### config.mk
export PLATFORM = sky130hd
export DESIGN_NAME = mutative_predictor
export DESIGN_NICKNAME = d
export VERILOG_FILES = /design/src/rtl/mutative_predictor_pkg.sv /design/src/rtl/mutative_predictor_sat_counter.sv /design/src/rtl/mutative_predictor.sv
export SDC_FILE = /design/constraint.sdc
export NUM_CORES = 1
export LEC_CHECK = 0
export BUFFER_PORTS_ARGS = -buffer_cell sky130_fd_sc_hd__buf_2
export CORE_ASPECT_RATIO = 0.5
export CORE_MARGIN = 2
export CORE_UTILIZATION = 32
export DETAILED_ROUTE_END_ITERATION = 16
export REMOVE_ABC_BUFFERS = 1
export SLEW_MARGIN = 10
export SYNTH_ARGS = -nofsm -noshare
export SYNTH_HDL_FRONTEND = slang
export SYNTH_SLANG_ARGS = --single-unit
### constraint.sdc
create_clock -name clk -period 3.05 [get_ports clk]
set_input_delay 0.7625 -clock clk [delete_from_list [all_inputs] [get_ports clk]]
set_output_delay 0.7625 -clock clk [all_outputs]
set_load 0.03 [all_outputs]
### src/rtl/mutative_predictor_pkg.sv
// Shared types for the mutative predictor: FSM states, vote encoding and setup bounds.
package mutative_types;

  typedef enum logic [1:0] {
    P_COUNT,
    P_REQ,
    P_SETTLE,
    P_DRAIN
  } mutative_pred_state_t;

  typedef enum logic [1:0] {
    NONE,
    UP,
    DOWN
  } mutative_vote_t;

  localparam logic [1:0]  SETUP_MAX = 2'd3;
  localparam int unsigned STREAK_W  = 4;

endpackage

### src/rtl/mutative_predictor_sat_counter.sv
// Saturating incrementer with synchronous clear and load; clear has priority over load over increment.
module mutative_sat_counter #(
  parameter int unsigned WIDTH = 4
) (
  input  logic             clk,
  input  logic             rst,
  input  logic             clr,
  input  logic             ld,
  input  logic [WIDTH-1:0] d,
  input  logic             en,
  output logic [WIDTH-1:0] q
);

  always_ff @(posedge clk or negedge rst) begin
    if (!rst) begin
      q <= '0;
    end else if (clr) begin
      q <= '0;
    end else if (ld) begin
      q <= d;
    end else if (en && (q != '1)) begin
      q <= q + 1'b1;
    end
  end

endmodule

### src/rtl/mutative_predictor.sv
// Miss-rate policy stage: counts misses per epoch, votes, and requests setup steps after HYST agreeing epochs.
module mutative_predictor
  import mutative_types::*;
#(
  parameter int unsigned EPOCH_LEN = 1024,
  parameter int unsigned CNT_WIDTH = 16,
  parameter int unsigned HI_THRESH = 256,
  parameter int unsigned LO_THRESH = 32,
  parameter int unsigned HYST      = 2
) (
  input  logic                 clk,
  input  logic                 rst,
  input  logic                 access_valid,
  input  logic                 access_hit,
  input  logic [1:0]           setup,
  input  logic                 flush_stall,
  input  logic                 setup_ready,
  output logic                 setup_valid,
  output logic                 setup_update,
  output logic [CNT_WIDTH-1:0] epoch_misses,
  output logic                 busy
);

  localparam int unsigned AW = $clog2(EPOCH_LEN);

  mutative_pred_state_t state, state_nxt;
  mutative_vote_t       vote, last_vote;

  logic [AW-1:0]        acc_cnt;
  logic [CNT_WIDTH-1:0] miss_cnt, total;
  logic [STREAK_W-1:0]  streak, streak_inc, streak_new;
  logic                 count, miss, epoch_end, trigger, drain_exit;

  assign count      = (state == P_COUNT) && access_valid && !flush_stall;
  assign miss       = count && !access_hit;
  assign epoch_end  = count && (acc_cnt == '1);
  assign drain_exit = (state == P_DRAIN) && !flush_stall;

  // miss_cnt never exceeds EPOCH_LEN-1, so adding the current miss cannot overflow
  assign total = miss_cnt + {{(CNT_WIDTH-1){1'b0}}, miss};

  always_comb begin
    vote = NONE;
    if ((total > CNT_WIDTH'(HI_THRESH)) && (setup < SETUP_MAX)) begin
      vote = UP;
    end else if ((total < CNT_WIDTH'(LO_THRESH)) && (setup > 2'd0)) begin
      vote = DOWN;
    end
  end

  assign streak_inc = (streak == '1) ? streak : streak + 1'b1;

  always_comb begin
    streak_new = '0;
    if (vote != NONE) begin
      streak_new = (vote != last_vote) ? STREAK_W'(1) : streak_inc;
    end
  end

  assign trigger = epoch_end && (vote != NONE) && (streak_new >= STREAK_W'(HYST));

  mutative_sat_counter #(.WIDTH(CNT_WIDTH)) u_miss_cnt (
    .clk (clk),
    .rst (rst),
    .clr (epoch_end || drain_exit),
    .ld  (1'b0),
    .d   ('0),
    .en  (miss),
    .q   (miss_cnt)
  );

  // same streak_new result, expressed as clear / load-1 / saturating increment
  mutative_sat_counter #(.WIDTH(STREAK_W)) u_streak (
    .clk (clk),
    .rst (rst),
    .clr (trigger || (epoch_end && (vote == NONE))),
    .ld  (epoch_end && (vote != last_vote)),
    .d   (STREAK_W'(1)),
    .en  (epoch_end),
    .q   (streak)
  );

  always_ff @(posedge clk or negedge rst) begin
    if (!rst) begin
      state        <= P_COUNT;
      acc_cnt      <= '0;
      last_vote    <= NONE;
      epoch_misses <= '0;
      setup_update <= 1'b0;
    end else begin
      state <= state_nxt;
      if (drain_exit) begin
        acc_cnt <= '0;
      end else if (count) begin
        acc_cnt <= acc_cnt + 1'b1;
      end
      if (epoch_end) begin
        epoch_misses <= total;
        last_vote    <= trigger ? NONE : vote;
      end
      if (trigger) begin
        setup_update <= (vote == UP);
      end
    end
  end

  always_comb begin
    state_nxt = state;
    case (state)
      P_COUNT:  if (trigger)      state_nxt = P_REQ;
      P_REQ:    if (setup_ready)  state_nxt = P_SETTLE;
      P_SETTLE:                   state_nxt = P_DRAIN;
      P_DRAIN:  if (!flush_stall) state_nxt = P_COUNT;
      default:                    state_nxt = P_COUNT;
    endcase
  end

  assign setup_valid = (state == P_REQ);
  assign busy        = (state != P_COUNT);

endmodule

==> flow_metrics.env, run 1 <==
export IMPL_ys_ff_latch=51
export IMPL_path_cells="inv_2 > ha_4 > nand3b_1 > nor2_2 > ha_2 > ha_4 > a211o_1 > or4_4 > nand3_4 > o211ai_1 > nor2_4 > a41oi_2 > a221oi_2 > mux2_1"
export IMPL_post_route_min_period_ns=3.24
export IMPL_syn_inst=335
export IMPL_grt_max_degree=36
export IMPL_drv_slew=0
export IMPL_grt_pass1_vias=2480
export IMPL_cp_end_kind="flip-flop"
export IMPL_max_cap_violations=0
export IMPL_post_route_period_util_pct=106
export IMPL_worstPathArrival_ns=3.41
export IMPL_start_util_pct=32.6
export IMPL_crit_top_cell="ha_4"
export IMPL_cp_slowest_cell="or4_4"
export IMPL_worst_setup_path_start_kind="flip-flop"
export IMPL_worst_pin_slew_ns=0.534
export IMPL_power_frac_comb_pct=26.5
export IMPL_cts_sinks=51
export IMPL_synth_cell_types=50
export IMPL_root_buffer="clkbuf_16"
export IMPL_cp_num_cells=14
export IMPL_p_per_area_nw_per_um2=484
export IMPL_crit_end="state[1]"
export IMPL_clkLatencyLatePin_ns=0.30
export IMPL_yosysSeqAreaShare_pct=41.9
export IMPL_post_drt_wl_per_cell_um=12.9
export IMPL_wl_met3_um=205
export IMPL_grt_pass1_wl_um=11600
export IMPL_crit_family="simple AND/OR/NAND/NOR gates"
export IMPL_drc=0
export IMPL_wl_um=6780
export IMPL_gr_total_overflow=0
export IMPL_layout_commonest_cell="buf_4"
export IMPL_critical_path_peak_fanout=4
export IMPL_r2r_end="state[1]"
export IMPL_required_ns=3.23
export IMPL_rsz0062_at_grt="yes"
export IMPL_ir_worst_vdd_mv=0.441
export IMPL_design_core_area_sq_um=9350
export IMPL_holdWs_ns=0.398
export IMPL_cts_buffers=5
export IMPL_die_width_um=142
export IMPL_port_buffers=26
export IMPL_synth_edff_count=0
export IMPL_cts_buffer_depth=2
export IMPL_post_dp_cell_area_sq_um=3460
export IMPL_post_route_util_pct=42.2
export IMPL_p_clk_share_pct=33.6
export IMPL_die_h_um=73.0
export IMPL_layout_cells_non_filler=526
export IMPL_fin_area_sq_um=3950
export IMPL_gp_congestion=0.821
export IMPL_relSlewSlack_pct=64.4
export IMPL_fin_nets=422
export IMPL_slowest_delay_ns=0.53
export IMPL_met1_length_um=3360
export IMPL_num_rows=25
export IMPL_antenna_cells=0
export IMPL_r2r_start="state[0]"
export IMPL_detail_route_antenna_nets=0
export IMPL_vias_per_cell=4.77
export IMPL_ys_flop_type="dfrtp_1"
export IMPL_dp_hpwl_um=4740
export IMPL_setup_worst_path_start="state[0]"
export IMPL_nFillCells=902
export IMPL_switching_share_pct=28.5
export IMPL_first_pass_iters=4
export IMPL_synthArstFlopShare_pct=100
export IMPL_r2r_slack_ns=-0.19
export IMPL_top_layer="met4"
export IMPL_antenna_found_initial=0
export IMPL_crit_buf_inv=1
export IMPL_status="finished with violations"
export IMPL_setup_violations=5
export IMPL_avgSynthCellArea_sq_um=9.10
export IMPL_drt_iter0_drc=147
export IMPL_ys_warn_count=0
export IMPL_r2r_cells=14
export IMPL_netlist_area_sq_um=3050
export IMPL_met2_length_um=3150
export IMPL_hp_class="in -> async"
export IMPL_io_pins=27
export IMPL_hold_violations=0
export IMPL_leakagePower_nw=1.80
export IMPL_drive_gt1_share_pct=30.9
export IMPL_violations="setup timing"
export IMPL_finalSetupTns_ns=-0.575
export IMPL_p_switching_mw=0.544
export IMPL_internal_power_mw=1.37
export IMPL_power_frac_seq_pct=39.8
export IMPL_path_class="reg -> reg"
export IMPL_fmax_mhz=309
export IMPL_place_inst=494
export IMPL_finalPower_mw=1.91
export IMPL_dieArea_sq_um=10400
export IMPL_final_cell_mix="buf_4, nand2_1, dfrtp_1"
export IMPL_grt_total_usage_pct=14.0
export IMPL_cts_tree="built"
export IMPL_post_place_ws_ns=-0.680
export IMPL_setup_ws_ns=-0.186
export IMPL_vias=2508
export IMPL_htreeDepth=2
export IMPL_clk_pin_slew_ns=0.07
export IMPL_area_growth_pct=29.4
export IMPL_skew_ns=0.0118
## area by class of cell
| type | count | area, sq um | share of cell area, % |
|---|---|---|---|
| clock buffer | 5 | 125 | 3.17 |
| clock inverter | 3 | 43.8 | 1.11 |
| inverter | 6 | 22.5 | 0.571 |
| multi-input combinational | 256 | 1750 | 44.3 |
| sequential | 51 | 1280 | 32.4 |
| tap | 121 | 151 | 3.84 |
| timing repair buffer | 84 | 579 | 14.7 |
## power groups by stage
stage | clock network [mW] | registers [mW] | logic, mW
2_1_floorplan | 0 | 0.773 | 0.229
3_3_place_gp | 0 | 0.769 | 0.405
3_5_place_dp | 0 | 0.768 | 0.411
4_1_cts | 0.656 | 0.761 | 0.496
5_1_grt | 0.687 | 0.766 | 0.567
6_report | 0.642 | 0.761 | 0.506
## worst min path at each step
stage | start | endpoint | slack, ns | cells past startpoint
finish | rst | epoch_misses[10] | 0.40 | 1
global route | rst | u_miss_cnt.q[4] | 0.43 | 1
CTS | rst | u_miss_cnt.q[4] | 0.41 | 1
detailed placement | epoch_misses[3] | epoch_misses[3] | 0.45 | 2
global placement | epoch_misses[3] | epoch_misses[3] | 0.45 | 2
floorplan | rst | acc_cnt[0] | 0.47 | 0
## metal layers
layer	up-vias	GRT usage (%)
met3	7	3.94
met4	0	2.67
met5	-	0
met1	1191	18.3
met2	34	23.8
li1	1276	-
## state kept, by name (all words and copies together), names as in the netlist
signal        count
last_vote         2
acc_cnt          10
u_miss_cnt.q     16
state             2
u_streak.q        4
epoch_misses     16
setup_update      1
## logic make-up (layout without fill, tap and decap cells)
kind of cell / Yosys count / count (layout) / share of synthesized area, %
simple gates: 152 / 152 / 25.5
flops: 51 / 51 / 41.9
compound gates: 50 / 50 / 10.7
xor+xnor: 37 / 37 / 10.6
buf+inv: 28 / 98 / 4.88
fa+ha+maj: 10 / 10 / 4.10
mux: 7 / 7 / 2.38
## what timing repair did
action,in CTS,in global routing
hold buffers,0,0
pin swaps,18,7
setup endpoints to repair,7,9
buffers inserted,23,4
resized for setup,26,7
## cells in the mapped netlist (all sizes together) (2+ instances only)
cell | n | area, sq um
buf | 11 | 83.8
mux2i | 5 | 50.1
nand3 | 10 | 62.6
and2 | 2 | 12.5
nor4 | 2 | 27.5
inv | 6 | 22.5
or3 | 8 | 50.1
mux2 | 2 | 22.5
a31oi | 3 | 18.8
nand4 | 10 | 98.8
xnor2 | 19 | 166
dfrtp | 51 | 1280
or4 | 2 | 15.0
nor2b | 4 | 25.0
xor2 | 18 | 158
nand2 | 52 | 198
a21oi | 12 | 60.1
nor3 | 10 | 50.1
or2 | 3 | 18.8
clkbuf | 11 | 42.5
nand2b | 2 | 12.5
o21ai | 23 | 126
ha | 10 | 125
a211o | 2 | 17.5
and3 | 4 | 25.0
a41oi | 2 | 25.0
nor2 | 40 | 158
Note: power is estimated with default switching activity, not from simulation.
==> run 2, diff against run 1 <==
--- a/config.mk
+++ b/config.mk
@@ -5,6 +5,7 @@
 export SDC_FILE = /design/constraint.sdc
 export NUM_CORES = 1
 export LEC_CHECK = 0
+export ABC_AREA = 1
 export BUFFER_PORTS_ARGS = -buffer_cell sky130_fd_sc_hd__buf_2
 export CORE_ASPECT_RATIO = 0.5
 export CORE_MARGIN = 2
==> flow_metrics.env, run 2 <==
export IMPL_fin_nets=485
export IMPL_switching_share_pct=37.9
export IMPL_avgSynthCellArea_sq_um=7.59
export IMPL_top_usage_layer="met2"
export IMPL_grt_max_degree=32
export IMPL_drc=0
export IMPL_vias=2776
export IMPL_synthArstFlopShare_pct=100
export IMPL_ys_warn_count=0
export IMPL_setup_violations=0
export IMPL_hold_violations=0
export IMPL_clk_pin_slew_ns=0.07
export IMPL_finalPower_mw=2.61
export IMPL_synth_top_area_share_pct=42.3
export IMPL_r2r_cells=22
export IMPL_worstPathArrival_ns=3.02
export IMPL_critical_path_peak_fanout=5
export IMPL_dp_hpwl_um=5570
export IMPL_worst_pin_slew_ns=0.501
export IMPL_post_route_min_period_ns=2.82
export IMPL_grt_util_met2_pct=24.1
export IMPL_vias_per_cell=4.75
export IMPL_yosys_top_cells_count="nand2_1, dfrtp_1, inv_1, nor2_1, nand3_1"
export IMPL_cts_sinks=51
export IMPL_die_width_um=141
export IMPL_use_met1_pct=21.6
export IMPL_grt_util_met3_pct=3.48
export IMPL_relSlewSlack_pct=66.6
export IMPL_port_buffers=26
export IMPL_htreeDepth=2
export IMPL_start_util_pct=33.9
export IMPL_cts_buffer_depth=2
export IMPL_post_route_period_util_pct=92.6
export IMPL_yosysSeqAreaShare_pct=42.3
export IMPL_drv_slew=0
export IMPL_gp_congestion=0.908
export IMPL_gr_total_overflow=0
export IMPL_io_pins=27
export IMPL_netlist_area_sq_um=3020
export IMPL_path_class="reg -> reg"
export IMPL_synth_area_leaders="dfrtp_1, nand2_1, inv_1, nand3_1, nor2_1"
export IMPL_layout_commonest_cell="nand2_1"
export IMPL_ys_flop_type="dfrtp_1"
export IMPL_cts_buffers=5
export IMPL_p_per_area_nw_per_um2=677
export IMPL_cp_end_kind="flip-flop"
export IMPL_antenna_found_initial=0
export IMPL_ys_ff_latch=51
export IMPL_ir_worst_vdd_mv=0.256
export IMPL_final_cell_mix="nand2_1, dfrtp_1, inv_1"
export IMPL_p_switching_mw=0.990
export IMPL_max_cap_violations=0
export IMPL_num_rows=24
export IMPL_synth_top_cell_by_area="dfrtp_1"
export IMPL_required_ns=3.24
export IMPL_cts_tree="built"
export IMPL_grt_pass1_vias=2654
export IMPL_die_h_um=72.7
export IMPL_syn_inst=398
export IMPL_power_frac_seq_pct=37.9
export IMPL_wl_um=7220
export IMPL_leakagePower_nw=1.90
export IMPL_drt_iter0_drc=190
export IMPL_place_inst=571
export IMPL_ctsHoldBuffers=0
export IMPL_power_frac_comb_pct=37.5
export IMPL_hp_class="in -> async"
export IMPL_design_core_area_sq_um=8920
export IMPL_detail_route_antenna_nets=0
export IMPL_drive_gt1_share_pct=24.6
export IMPL_root_buffer="clkbuf_16"
export IMPL_fmax_mhz=354
export IMPL_top_regs="epoch_misses (16), u_miss_cnt.q (16), acc_cnt (10)"
export IMPL_worst_setup_path_start_kind="flip-flop"
export IMPL_synth_most_common_cell="nand2_1"
export IMPL_internal_power_mw=1.62
export IMPL_first_pass_iters=4
export IMPL_p_clk_share_pct=24.6
export IMPL_post_drt_wl_per_cell_um=12.3
export IMPL_status="finished, final reports clean"
export IMPL_synth_cell_types=34
export IMPL_synth_edff_count=0
export IMPL_grt_pass1_wl_um=12600
export IMPL_grt_total_usage_pct=15.4
export IMPL_layout_cells_non_filler=585
export IMPL_holdWs_ns=0.427
export IMPL_antenna_cells=0
export IMPL_dieArea_sq_um=10300
export IMPL_skew_ns=0.00700
export IMPL_area_growth_pct=27.8
export IMPL_clkLatencyLatePin_ns=0.30
[run 2: cell types whose count changed after synthesis, moves of 7 or more]
cell,delta
inv_1,+44
nand2_1,+44
nand3_1,+22
xnor2_1,-17
xor2_1,-12
nor2_2,+11
or3_1,-8
clkbuf_1,-7
[run 2: what timing repair did]
action	in CTS	in global routing
pin swaps	0	15
buffers inserted	0	6
cloned	0	0
gates resized for setup	1	25
setup endpoints to repair	2	6
[run 2: final cells by class]
type / instances / area [sq um]
fillers: 918 / 5060
clock buffers: 5 / 125
repair buffers: 66 / 447
inverters: 52 / 195
well taps: 117 / 146
flip-flops and latches: 51 / 1280
clock inverters: 3 / 43.8
multi-input cells: 291 / 1630
[run 2: routing by layer]
layer / vias up / wire, um
met5: - / 0
met1: 1271 / 3590
met2: 51 / 3190
met4: 0 / 91
met3: 8 / 345
li1: 1446 / -
[run 2: worst paths after layout]
check                        startpoint              end  slack, ns
max                            state[0]         state[1]       0.23
min                                 rst  u_miss_cnt.q[2]       0.43
max reg2reg                    state[0]         state[1]       0.23
min reg2reg                setup_update     setup_update       0.48
max in group asynchronous           rst    u_streak.q[0]       2.09
min in group clk           setup_update     setup_update       0.48
[run 2: kinds of logic (layout without fill, tap and decap cells)]
| family | Yosys count | after routing | share of synthesized area (%) |
|---|---|---|---|
| buffers and inverters | 56 | 126 | 7.00 |
| AND/OR/NAND/NOR | 213 | 213 | 33.2 |
| XOR/XNOR | 8 | 8 | 2.32 |
| AO/OA/AOI/OAI | 60 | 60 | 11.1 |
| adder cells (fa/ha/maj) | 10 | 10 | 4.14 |
| flip-flops | 51 | 51 | 42.3 |
[run 2: metrics by stage]
| step | setup TNS [ns] | utilization, % | cell area, sq um | setup slack [ns] |
|---|---|---|---|---|
| 2_1_floorplan | 0 | - | 3000 | 0.102 |
| 4_1_cts | 0 | 41.7 | 3720 | 0.00722 |
| 3_5_place_dp | -1.07 | 39.8 | 3550 | -0.247 |
| 5_1_grt | -0.0834 | 43.3 | 3860 | -0.0488 |
| 6_report | 0 | 43.3 | 3860 | 0.226 |
| 3_3_place_gp | -0.603 | 39.8 | 3550 | -0.156 |
[run 2: critical path, stage by stage, from the launching register on]
cell and delay [ns]:
dfrtp_1 0.39, inv_2 0.09, ha_4 0.16, nand3_4 0.10
nor2_4 0.15, ha_4 0.15, buf_4 0.11, nand3_2 0.10
nor2_4 0.15, buf_6 0.11, nand3_1 0.07, nand2_2 0.10
nand2_2 0.06, nor2_2 0.13, nand2_1 0.08, nor2_2 0.17
o21ai_0 0.14, nand2_2 0.11, nand3_4 0.10, nand2_4 0.10
nand2_2 0.05, nand2_1 0.07, nand2_1 0.04
[run 2: power groups by stage]
stage | clock network, mW | logic [mW] | registers [mW]
floorplan | 0 | 0.592 | 0.951
global placement | 0 | 0.881 | 0.987
detailed placement | 0 | 0.893 | 0.987
CTS | 0.659 | 0.900 | 0.974
global route | 0.686 | 1.12 | 1.02
finish | 0.643 | 0.979 | 0.990
==> run 3, diff against run 2 <==
==> constraint.sdc (replaced) <==
create_clock -name clk -period 3.05 [get_ports clk]
set_input_delay 0.1525 -clock clk [delete_from_list [all_inputs] [get_ports clk]]
set_output_delay 0.1525 -clock clk [all_outputs]
set_load 0.03 [all_outputs]
==> flow_metrics.env, run 3 (synthesized netlist as in run 2, its figures left out) <==
export IMPL_ir_worst_vdd_mv=0.244
export IMPL_power_frac_seq_pct=40.1
export IMPL_critical_path_peak_fanout=5
export IMPL_clkLatencyLatePin_ns=0.29
export IMPL_fin_area_sq_um=3640
export IMPL_io_pins=27
export IMPL_worstPathArrival_ns=3.02
export IMPL_crit_family="simple AND/OR/NAND/NOR gates"
export IMPL_first_pass_iters=4
export IMPL_hold_violations=0
export IMPL_die_width_um=141
export IMPL_use_met1_pct=20.4
export IMPL_cts_buffer_depth=2
export IMPL_drv_slew=0
export IMPL_gr_total_overflow=0
export IMPL_antenna_found_initial=0
export IMPL_antenna_cells=0
export IMPL_max_cap_violations=0
export IMPL_p_clk_share_pct=24.1
export IMPL_cp_slowest_cell="dfrtp_1"
export IMPL_post_route_period_util_pct=93.2
export IMPL_slowest_delay_ns=0.39
export IMPL_grt_util_met3_pct=3.28
export IMPL_path_cells="inv_2 > ha_4 > nand3_4 > nor2_4 > ha_4 > ha_4 > nand3_4 > nor2_4 > nand3_1 > nand2_1 > nand2_1 > nor2_2 > nand4_1 > inv_2 > nor2_2 > nor2_2 > nand3_4 > nand2_4 > nand2_2 > nand2_1 > nand2_1"
export IMPL_vias=2656
export IMPL_hp_class="in -> reg"
export IMPL_cts_buffers=5
export IMPL_clk_pin_slew_ns=0.06
export IMPL_relSlewSlack_pct=56.2
export IMPL_wl_um=7030
export IMPL_grt_max_degree=30
export IMPL_die_h_um=72.7
export IMPL_post_route_util_pct=40.8
export IMPL_cp_end_kind="flip-flop"
export IMPL_drt_iter0_drc=221
export IMPL_crit_top_cell="nand2_1"
export IMPL_dp_hpwl_um=5390
export IMPL_finalPower_mw=2.47
export IMPL_dieArea_sq_um=10300
export IMPL_finalSetupTns_ns=0
export IMPL_post_dp_cell_area_sq_um=3370
export IMPL_start_util_pct=33.9
export IMPL_grt_util_met2_pct=23.2
export IMPL_root_buffer="clkbuf_16"
export IMPL_drive_gt1_share_pct=18.7
export IMPL_cts_tree="built"
export IMPL_status="finished, final reports clean"
export IMPL_r2r_end="state[0]"
export IMPL_worst_setup_path_start_kind="flip-flop"
export IMPL_layout_commonest_cell="nand2_1"
export IMPL_leakagePower_nw=1.78
export IMPL_num_rows=24
export IMPL_grt_pass1_vias=2509
export IMPL_post_route_min_period_ns=2.84
export IMPL_final_cell_mix="nand2_1, dfrtp_1, inv_1"
export IMPL_htreeDepth=2
export IMPL_power_frac_comb_pct=35.8
export IMPL_port_buffers=26
export IMPL_cp_num_cells=21
export IMPL_grt_pass1_wl_um=11900
export IMPL_crit_buf_inv=2
export IMPL_whs_path_depth=4
export IMPL_cts_sinks=51
export IMPL_r2r_start="state[1]"
export IMPL_fin_nets=461
export IMPL_drc=0
export IMPL_r2r_cells=21
export IMPL_fmax_mhz=352
export IMPL_area_growth_pct=20.6
export IMPL_p_per_area_nw_per_um2=678
export IMPL_switching_share_pct=38.9
export IMPL_hp_start="flush_stall"
export IMPL_vias_per_cell=4.73
export IMPL_worst_pin_slew_ns=0.656
export IMPL_setup_violations=0
export IMPL_top_usage_layer="met2"
export IMPL_gp_congestion=0.852
export IMPL_r2r_slack_ns=0.21
export IMPL_post_drt_wl_per_cell_um=12.5
export IMPL_grt_total_usage_pct=14.6
export IMPL_design_core_area_sq_um=8920
export IMPL_internal_power_mw=1.51
export IMPL_required_ns=3.23
export IMPL_skew_ns=0.00886
export IMPL_top_regs="epoch_misses (16), u_miss_cnt.q (16), acc_cnt (10)"
export IMPL_p_switching_mw=0.960
export IMPL_detail_route_antenna_nets=0
export IMPL_holdPathEnd="state[1]"
export IMPL_path_class="reg -> reg"
-- run 3: changes by cell type in the layout (fill, tap and decap cells not counted), sizes merged --
cell / before / now
clkbuf: 5 / 8
clkinv: 3 / 1
dlygate4sd3: 0 / 1
buf: 66 / 41
bufinv: 1 / 0
-- run 3: tightest hold or removal path, delay by kind of cell --
kind	cells	cell delay [ns]
buffers and inverters	1	0.10
AOI/OAI and AO/OA	1	0.13
and+or+nand+nor	2	0.16
-- run 3: per-stage QoR --
| stage | cells | hold slack (ns) | worst slack [ns] |
|---|---|---|---|
| after floorplan | 394 | -0.143 | 0.148 |
| after global placement | 549 | 0.226 | 0.0880 |
| after detailed placement | 549 | 0.229 | -0.0259 |
| after CTS | 558 | 0.280 | 0.00780 |
| after global routing | 561 | 0.329 | -0.0250 |
| final | 561 | 0.277 | 0.208 |
-- run 3: power by group through the flow --
| stage | combinational [mW] | clock [mW] | sequential, mW |
|---|---|---|---|
| 2_1_floorplan | 0.592 | 0 | 0.951 |
| 3_3_place_gp | 0.808 | 0 | 0.987 |
| 3_5_place_dp | 0.815 | 0 | 0.985 |
| 4_1_cts | 0.822 | 0.611 | 0.973 |
| 5_1_grt | 1.01 | 0.634 | 1.01 |
| 6_report | 0.883 | 0.596 | 0.990 |
-- run 3: timing repair --
action                                 in CTS  in global routing
setup endpoints to repair                   2                  6
setup buffers                               0                  3
endpoints found under the hold margin      28                  0
resized for setup                           2                 17
pin swaps                                   0                  7
hold buffers                                1                  0
-- run 3: cell type report --
| class | count | area, sq um |
|---|---|---|
| fill | 905 | 5280 |
| timing repair buffer | 42 | 253 |
| sequential | 51 | 1280 |
| inverter | 52 | 195 |
| multi-input combinational | 291 | 1610 |
| clock buffer | 8 | 156 |
| tap | 117 | 146 |
-- run 3: layer usage --
| layer | up-vias | wire length [um] |
|---|---|---|
| met5 | - | 0 |
| met4 | 0 | 74 |
| met3 | 7 | 255 |
| met2 | 35 | 3090 |
| met1 | 1217 | 3600 |
| li1 | 1397 | - |
-- run 3: how the worst max path moves through the flow --
stage / from / to / slack [ns]
final: state[1] / state[0] / 0.21
after global routing: state[1] / state[0] / -0.03
after CTS: state[0] / state[0] / 0.008
after detailed placement: state[1] / state[0] / -0.03
after global placement: state[0] / state[0] / 0.09
after floorplan: state[0] / state[1] / 0.15
